$ cat config.mk
export PLATFORM = sky130hd
export DESIGN_NAME = mem_mp_bank
export DESIGN_NICKNAME = d
export VERILOG_FILES = /design/src/rtl/mem_pkg.sv /design/src/rtl/mem_rd_pipe.sv /design/src/rtl/mem_mp_bank.sv
export SDC_FILE = /design/constraint.sdc
export NUM_CORES = 2
export LEC_CHECK = 0
export ABC_CLOCK_PERIOD_IN_PS = 3100
export BUFFER_PORTS_ARGS = -buffer_cell sky130_fd_sc_hd__buf_2
export CORE_MARGIN = 2
export CORE_UTILIZATION = 45
export CTS_CLUSTER_DIAMETER = 30
export DETAILED_ROUTE_END_ITERATION = 8
export GPL_ROUTABILITY_DRIVEN = 0
export PLACE_DENSITY_LB_ADDON = 0.12
export SYNTH_ARGS = -nofsm -noshare
export SYNTH_HDL_FRONTEND = slang
export SYNTH_SLANG_ARGS = --single-unit
$ cat constraint.sdc
create_clock -name clk -period 3.1 [get_ports clk]
set_clock_uncertainty 0.2 [all_clocks]
set_input_delay 0.155 -clock clk [delete_from_list [all_inputs] [get_ports clk]]
set_output_delay 0.155 -clock clk [all_outputs]
set_load 0.005 [all_outputs]
$ cat src/rtl/mem_pkg.sv
// Shared types and helpers for the multi-port register-file bank.
package mem_pkg;

   localparam int unsigned MAX_READ_LATENCY = 3;

   typedef enum logic {ST_CLEAR, ST_IDLE} mem_state_t;

   function automatic logic [7:0] byte_merge(input logic [7:0] old_b,
                                             input logic [7:0] new_b,
                                             input logic       be);
      return be ? new_b : old_b;
   endfunction

endpackage

$ cat src/rtl/mem_rd_pipe.sv
// Per-port read return path: capture register followed by LATENCY-1 delay stages.
module mem_rd_pipe #(
   parameter int unsigned WIDTH   = 32,
   parameter int unsigned LATENCY = 1
) (
   input  logic             clk,
   input  logic             rst,
   input  logic             in_valid,
   input  logic [WIDTH-1:0] in_data,
   output logic             out_valid,
   output logic [WIDTH-1:0] out_data
);

   logic [LATENCY-1:0]            v;
   logic [LATENCY-1:0][WIDTH-1:0] d;

   // Data stages only load alongside a valid, so the last stage holds the previous result.
   always_ff @(posedge clk) begin
      if (rst) begin
         v <= '0;
         d <= '0;
      end else begin
         v[0] <= in_valid;
         if (in_valid) d[0] <= in_data;
         for (int unsigned k = 1; k < LATENCY; k++) begin
            v[k] <= v[k-1];
            if (v[k-1]) d[k] <= d[k-1];
         end
      end
   end

   assign out_valid = v[LATENCY-1];
   assign out_data  = d[LATENCY-1];

endmodule

$ cat src/rtl/mem_mp_bank.sv
// Multi-port register-file bank with byte enables, write priority, write-first
// read bypass, configurable read latency and a hardware clear sequencer.
module mem_mp_bank
   import mem_pkg::*;
#(
   parameter  int unsigned IO_SIZE      = 32,
   parameter  int unsigned ROWS         = 64,
   parameter  int unsigned READ_PORTS   = 2,
   parameter  int unsigned WRITE_PORTS  = 1,
   parameter  int unsigned READ_LATENCY = 1,
   localparam int unsigned AW           = $clog2(ROWS),
   localparam int unsigned NB           = IO_SIZE / 8
) (
   input  logic                                   clk,
   input  logic                                   rst,
   input  logic [WRITE_PORTS-1:0]                 EnWrite,
   input  logic [WRITE_PORTS-1:0][AW-1:0]         write_addr,
   input  logic [WRITE_PORTS-1:0][IO_SIZE-1:0]    write_data,
   input  logic [WRITE_PORTS-1:0][NB-1:0]         write_be,
   input  logic [READ_PORTS-1:0]                  read_en,
   input  logic [READ_PORTS-1:0][AW-1:0]          read_addr,
   output logic [READ_PORTS-1:0][IO_SIZE-1:0]     read_data,
   output logic [READ_PORTS-1:0]                  read_valid,
   input  logic                                   init_req,
   output logic                                   busy
);

   localparam int unsigned PIPE_LAT  = (READ_LATENCY < 1) ? 1 :
                                       (READ_LATENCY > MAX_READ_LATENCY) ? MAX_READ_LATENCY :
                                       READ_LATENCY;
   localparam logic [AW:0]   ROW_LIMIT = (AW+1)'(ROWS);
   localparam logic [AW-1:0] LAST_ROW  = AW'(ROWS - 1);

   logic [IO_SIZE-1:0] mem [ROWS];

   mem_state_t                            state;
   logic [AW-1:0]                         clr_ptr;
   logic [WRITE_PORTS-1:0]                wr_acc;
   logic [READ_PORTS-1:0]                 rd_acc;
   logic [READ_PORTS-1:0]                 rd_in_range;
   logic [READ_PORTS-1:0][IO_SIZE-1:0]    rd_word;

   always_comb begin
      wr_acc = '0;
      for (int unsigned c = 0; c < WRITE_PORTS; c++)
         wr_acc[c] = EnWrite[c] && !busy && !rst && ({1'b0, write_addr[c]} < ROW_LIMIT);
   end

   always_comb begin
      rd_acc      = '0;
      rd_in_range = '0;
      for (int unsigned i = 0; i < READ_PORTS; i++) begin
         rd_acc[i]      = read_en[i] && !busy && !rst;
         rd_in_range[i] = ({1'b0, read_addr[i]} < ROW_LIMIT);
      end
   end

   // Bypass: later write ports overlay earlier ones, mirroring the array update priority.
   always_comb begin
      rd_word = '0;
      for (int unsigned i = 0; i < READ_PORTS; i++) begin
         if (rd_in_range[i]) begin
            rd_word[i] = mem[read_addr[i]];
            for (int unsigned c = 0; c < WRITE_PORTS; c++)
               for (int unsigned b = 0; b < NB; b++)
                  if (wr_acc[c] && write_addr[c] == read_addr[i])
                     rd_word[i][8*b +: 8] = byte_merge(rd_word[i][8*b +: 8],
                                                       write_data[c][8*b +: 8],
                                                       write_be[c][b]);
         end
      end
   end

   always_ff @(posedge clk) begin
      if (!rst) begin
         if (state == ST_CLEAR) begin
            mem[clr_ptr] <= '0;
         end else begin
            for (int unsigned c = 0; c < WRITE_PORTS; c++)
               for (int unsigned b = 0; b < NB; b++)
                  if (wr_acc[c] && write_be[c][b])
                     mem[write_addr[c]][8*b +: 8] <= write_data[c][8*b +: 8];
         end
      end
   end

   always_ff @(posedge clk) begin
      if (rst) begin
         state   <= ST_CLEAR;
         clr_ptr <= '0;
         busy    <= 1'b1;
      end else begin
         case (state)
            ST_CLEAR: begin
               clr_ptr <= clr_ptr + 1'b1;
               if (clr_ptr == LAST_ROW) begin
                  state   <= ST_IDLE;
                  busy    <= 1'b0;
                  clr_ptr <= '0;
               end
            end
            ST_IDLE: begin
               if (init_req) begin
                  state   <= ST_CLEAR;
                  busy    <= 1'b1;
                  clr_ptr <= '0;
               end
            end
            default: begin
               state <= ST_CLEAR;
               busy  <= 1'b1;
            end
         endcase
      end
   end

   for (genvar gi = 0; gi < READ_PORTS; gi++) begin : g_rd
      mem_rd_pipe #(
         .WIDTH   (IO_SIZE),
         .LATENCY (PIPE_LAT)
      ) u_pipe (
         .clk       (clk),
         .rst       (rst),
         .in_valid  (rd_acc[gi]),
         .in_data   (rd_word[gi]),
         .out_valid (read_valid[gi]),
         .out_data  (read_data[gi])
      );
   end

endmodule

* Word level (Yosys, flattened, before mapping) *
Memories as Yosys holds them, arrays and structs flattened.
Index checks and enable logic that the tools add are counted.
W data, S select, Z words.

storage, ports and cells
  memories kept = 1
  output and inout bits = 67
  register bits after elaboration = 74
  memory bits (writable) = 2048

memory list
  memory  depth  bits a word  read ports  clocked after Yosys merged registers in  write ports  line               RTL
  mem     64     32           2           0                                        1            mem_mp_bank.sv:34  logic [IO_SIZE-1:0] mem [ROWS];

operators by class
  mux-type cells = 47
  bitwise operators = 1
  add/subtract/negate cells = 1
  eq/ne operators = 5
  reductions and logical operators = 16

operators by type and width
  cell                   count
  $mux W8                16
  $mux W32               1
  $reduce_or A32 Y1      1
  $mux W1                23
  $mux W6                3
  $eq A6 B6 Y1           2
  $logic_and A1 B1 Y1    12
  $pmux W6 S2            1
  $add A6 B1 Y6 const B  1
  $eq A6 B6 Y1 const B   1
  $mux W4                1
  $pmux W1 S2            2
  $logic_not A1 Y1       2
  $ne A2 B1 Y1 const B   1
  $ne A2 B2 Y1 const B   1
  $reduce_and A2 Y1      1
  $not A1 Y1             1

* Logic depth before layout (Yosys ltp) *
  depth after elaboration = 10
  mapped depth = 12
  depth with buffers taken out = 7

* By module *
From an unflattened synthesis, not the netlist that was laid out.

unflattened totals
  cell total of the unflattened synthesis = 6046
  area total of the unflattened synthesis = 99989.6 sq um

modules (own cells, without submodules)
  module       instances  area an instance (sq um)  cells an instance  sequential area each (sq um)
  mem_mp_bank  1          97584.8                   5834               61659.1
  mem_rd_pipe  2          1202.4                    106                660.6

* Worst setup path before layout *
No wires, ideal clock.

  path type = register -> register
  start point = register state
  end point = memory mem[0][10] (data pin)
  clock period less this slack = 3.087 ns
  buffers on the path = 4
  stages on the path, launching flop included = 8
  arrival = 2.519 ns
  library setup time = 0.367 ns
  path slack = 0.013 ns
  cells stage by stage = dfxtp_1 clkbuf_1 and4bb_2 o41a_1 buf_2 clkbuf_1 clkbuf_1 and2_1

between the ends
  word-level cells in the longest chain between the ends = 5

RTL lines
  what                                  line                RTL
  start, declared                       mem_mp_bank.sv:36   mem_state_t state;
  start signal, assigned                mem_mp_bank.sv:89   state <= ST_CLEAR;
  start signal, assigned                mem_mp_bank.sv:97   state <= ST_IDLE;
  start signal, assigned                mem_mp_bank.sv:104  state <= ST_CLEAR;
  $mux W1                               mem_mp_bank.sv:76   if (state == ST_CLEAR) begin
  $mux W1                               mem_mp_bank.sv:75   if (!rst) begin
  $mux W1 (implied by the code)         mem_mp_bank.sv:82   mem[write_addr[c]][8*b +: 8] <= write_data[c][8*b +: 8];
  $reduce_or A32 Y1 (no source line) *  -
  $mux W32 (no source line) *           -
  end, declared                         mem_mp_bank.sv:34

Every way passes the cells marked *; elsewhere a longest branch is shown, timed or not.

* Worst setup path in the final report *
  start point = input port read_addr[9] (netlist name)
  end point = register g_rd[1].u_pipe.d, in the netlist g_rd[1].u_pipe.out_data[16]

between the ends
  word-level cells in the longest chain between the ends = 3

RTL lines
  what                                                    line                              RTL
  start, declared                                         mem_mp_bank.sv:21                 input logic [READ_PORTS-1:0][AW-1:0] read_addr,
  $mem_v2 Z64 W32 / $eq A6 B6 Y1 (equally long branches)  -
  $mux W8 / $logic_and A1 B1 Y1 (equally long branches)   mem_pkg.sv:11, mem_mp_bank.sv:66
  $mux W8 *                                               mem_mp_bank.sv:66                 if (wr_acc[c] && write_addr[c] == read_addr[i])
  end signal, assigned by index                           mem_rd_pipe.sv:27                 if (v[k-1]) d[k] <= d[k-1];
  end, declared                                           mem_rd_pipe.sv:15                 logic [LATENCY-1:0][WIDTH-1:0] d;

Marked as above.
A chain may end at the register's enable or synchronous reset.

==> reports/metrics.yaml <==
hold-worst-slack_ns: 0.01530
wl_per_cell_um: 33.46
yosys_register_bits: 2122
worst-slew-pin-transition_ns: 0.9222
die-area_um2: 222800
cts_buffers: 469
status: "finished, final reports clean"
max_cap_violations: 0
synth_nets: 5454
drtIter0Drc: 7783
slew_violations: 0
io_buffers: 126
syn_area_per_cell_um2: 18.28
dr.pass1.iters: 6
htreeDepth: 5
cp.required_ns: 3.81
relSlewSlack_pct: 38.52
fin_crit_ns: 3.036
synth_area_leaders: "edfxtp_1 62%, mux4_2 21%, mux2i_1 5.1%"
drive_gt1_share_pct: 37.76
finalHoldViolCount: 0
vias: 61630
synthArstFlopShare_pct: 0
finalPower_mw: 85.72
grt_pass1_vias: 62700
grt_pass1_wl_mm: 460.9
min_period_over_period_pct: 97.93
coreArea_um2: 217400
dp_hpwl_mm: 213.5
fill_cells: 16280
vias_per_cell: 6.385
grt_use_total_pct: 28.92
peakVddDrop_mv: 0.6224
clock_tree.root_cell: "clkbuf_16"
min_path_type: "primary input to register"
clk_pin_slew_worst_paths_ns: 0.05
rsz0062_at_grt: "yes"
route.detailed.drc: 0
cts_tree: "built"
end_kind: "register"
synth_largest_area_cell: "edfxtp_1"
fin_ws_ns: 0.06412
setup-tns-final_ns: 0
nNetsFinal: 6469
die_x_um: 472.1
start_kind: "primary input"
p_per_area_nw_per_um2: 682.9
grt_antenna_before_repair: 9
synth.yosys.warnings: 0
arrival_ns: 3.74
clock_path_buffers: 4
synth-seq-area-share_pct: 63.88
die_y_um: 472.1
synth_edf_count: 2048
ys_types: 61
io_pins: 127
place_ws_ns: -0.1010
synth_flop_cell: "edfxtp_1"
syn2layout_area_growth_pct: 27.32
start_util_pct: 45.35
p_leak_nw: 42.76
grt_overflow: 0
dp.cells: 8660
insertion_delay_ns: 0.99
grt_max_degree: 65
synthesis.area_um2: 98590
final-setup-viol-count: 0
fmax_mhz: 329.4
detail-route-antenna-nets: 0
wirelength_mm: 322.9
num_rows: 171
cts_sinks: 2122
worstSetupPathType: "primary input to register"
netlist_instances: 5393
synth_top_area_share_pct: 62.38
instances_no_fill: 9651
path_max_fanout: 13
[timing repair]
action                     in CTS  in global routing
setup buffers                   0                  3
resized for setup               0                 21
setup endpoints to repair       0                215
hold endpoints to repair     2156                  0
hold buffers                  130                  0
[area by class of cell]
type                    count  area [um^2]  area share (%)
diodes                      4        10.01        0.007974
clock buffers             538        12240           9.748
clock inverters           318         4004           3.190
inverters                  42        157.7          0.1256
multi-input cells        2820        33810           26.93
flip-flops and latches   2122        62980           50.17
well taps                2854         3571           2.845
repair buffers            953         8757           6.977
[final timing paths]
kind	endpoint	from	depth (start not counted)	slack, ns
worst min-delay path	g_rd[1].u_pipe.out_data[12]	EnWrite	7	0.02
worst min register to register	g_rd[1].u_pipe.out_data[19]	g_rd[1].u_pipe.out_data[19]	2	0.35
worst max-delay path	g_rd[1].u_pipe.out_data[16]	read_addr[9]	13	0.06
worst max register to register	mem[22][20]	busy	8	0.10
[power by group]
group / internal [mW] / switching [mW]
combinational: 1.46 / 2.17
sequential: 31.1 / 0.0431
clock: 35.0 / 16.0
total: 67.5 / 18.2
[kinds of logic (layout without fill, tap and decap cells)]
| logic type | count (synthesis) | after routing | synth area share [%] |
|---|---|---|---|
| compound gates | 572 | 572 | 4.142 |
| fa+ha+maj | 1 | 1 | 0.01269 |
| flops | 2122 | 2122 | 63.88 |
| xor+xnor | 14 | 14 | 0.1244 |
| simple gates | 826 | 826 | 3.947 |
| buf+inv | 451 | 1851 | 2.130 |
| other cells | 0 | 4 | 0 |
| mux | 1407 | 1407 | 25.76 |
[placed cells by master (no fill, tap or decap), types with 122 or more instances in the layout]
cell,Yosys,layout
a22oi_1,285,284
buf_12,0,122
buf_4,22,576
clkbuf_16,0,477
dlygate4sd3_1,0,128
edfxtp_1,2048,2048
mux2i_1,501,498
mux4_2,904,904
nand2_1,155,153
nand3_1,172,164
nor2_1,278,272
[Yosys cell counts, types with 3 or more instances]
| library cell | count |
|---|---|
| o22ai_1 | 14 |
| nor3_1 | 16 |
| clkbuf_1 | 168 |
| o211ai_1 | 12 |
| nor2_1 | 278 |
| a222oi_1 | 16 |
| nand3_1 | 172 |
| nand2_1 | 155 |
| inv_1 | 42 |
| nand2b_1 | 68 |
| nor3b_1 | 7 |
| and3_1 | 4 |
| nor2b_1 | 11 |
| or3_1 | 15 |
| buf_6 | 13 |
| a21o_1 | 5 |
| and2_1 | 34 |
| a221oi_1 | 23 |
| mux2i_1 | 501 |
| a22oi_1 | 285 |
| mux4_2 | 904 |
| o41ai_1 | 5 |
| a31o_2 | 7 |
| edfxtp_1 | 2048 |
| xnor2_1 | 8 |
| o21ai_1 | 5 |
| buf_4 | 22 |
| dfxtp_1 | 74 |
| o21ai_0 | 22 |
| nand4_1 | 49 |
| buf_1 | 25 |
| xor2_1 | 6 |
| nand3b_1 | 3 |
| buf_2 | 181 |
| o21a_1 | 3 |
| a22o_1 | 37 |
| a31oi_1 | 23 |
| a21oi_1 | 100 |
[registers in the layout (all words and copies together) (netlist names)]
signal / flops
busy: 1
clr_ptr: 6
g_rd.u_pipe.out_data: 64
g_rd.u_pipe.out_valid: 2
mem: 2048
state: 1
[critical path: stages]
cell and delay (ns):
dlygate4sd3_1 0.58, buf_8 0.24, buf_6 0.24, xnor2_1 0.14
nand2_1 0.08, or2_2 0.38, buf_4 0.21, nor3_1 0.18
dlygate4sd3_1 0.58, buf_4 0.19, a22oi_1 0.09, nand3_1 0.08
dlygate4sd3_1 0.54
[stage by stage]
stage,area [um^2],util (%)
floorplan,98590,-
global placement,107900,49.62
detailed placement,107900,49.62
CTS,125400,57.69
global route,125500,57.74
finish,125500,57.74
[per-layer routing]
layer	global-route usage [%]	wire, um
met2	45.01	152100
met4	11.44	12870
met1	40.48	129700
met3	5.493	28220
met5	0	13
Note: power is estimated with default switching activity, not from simulation.
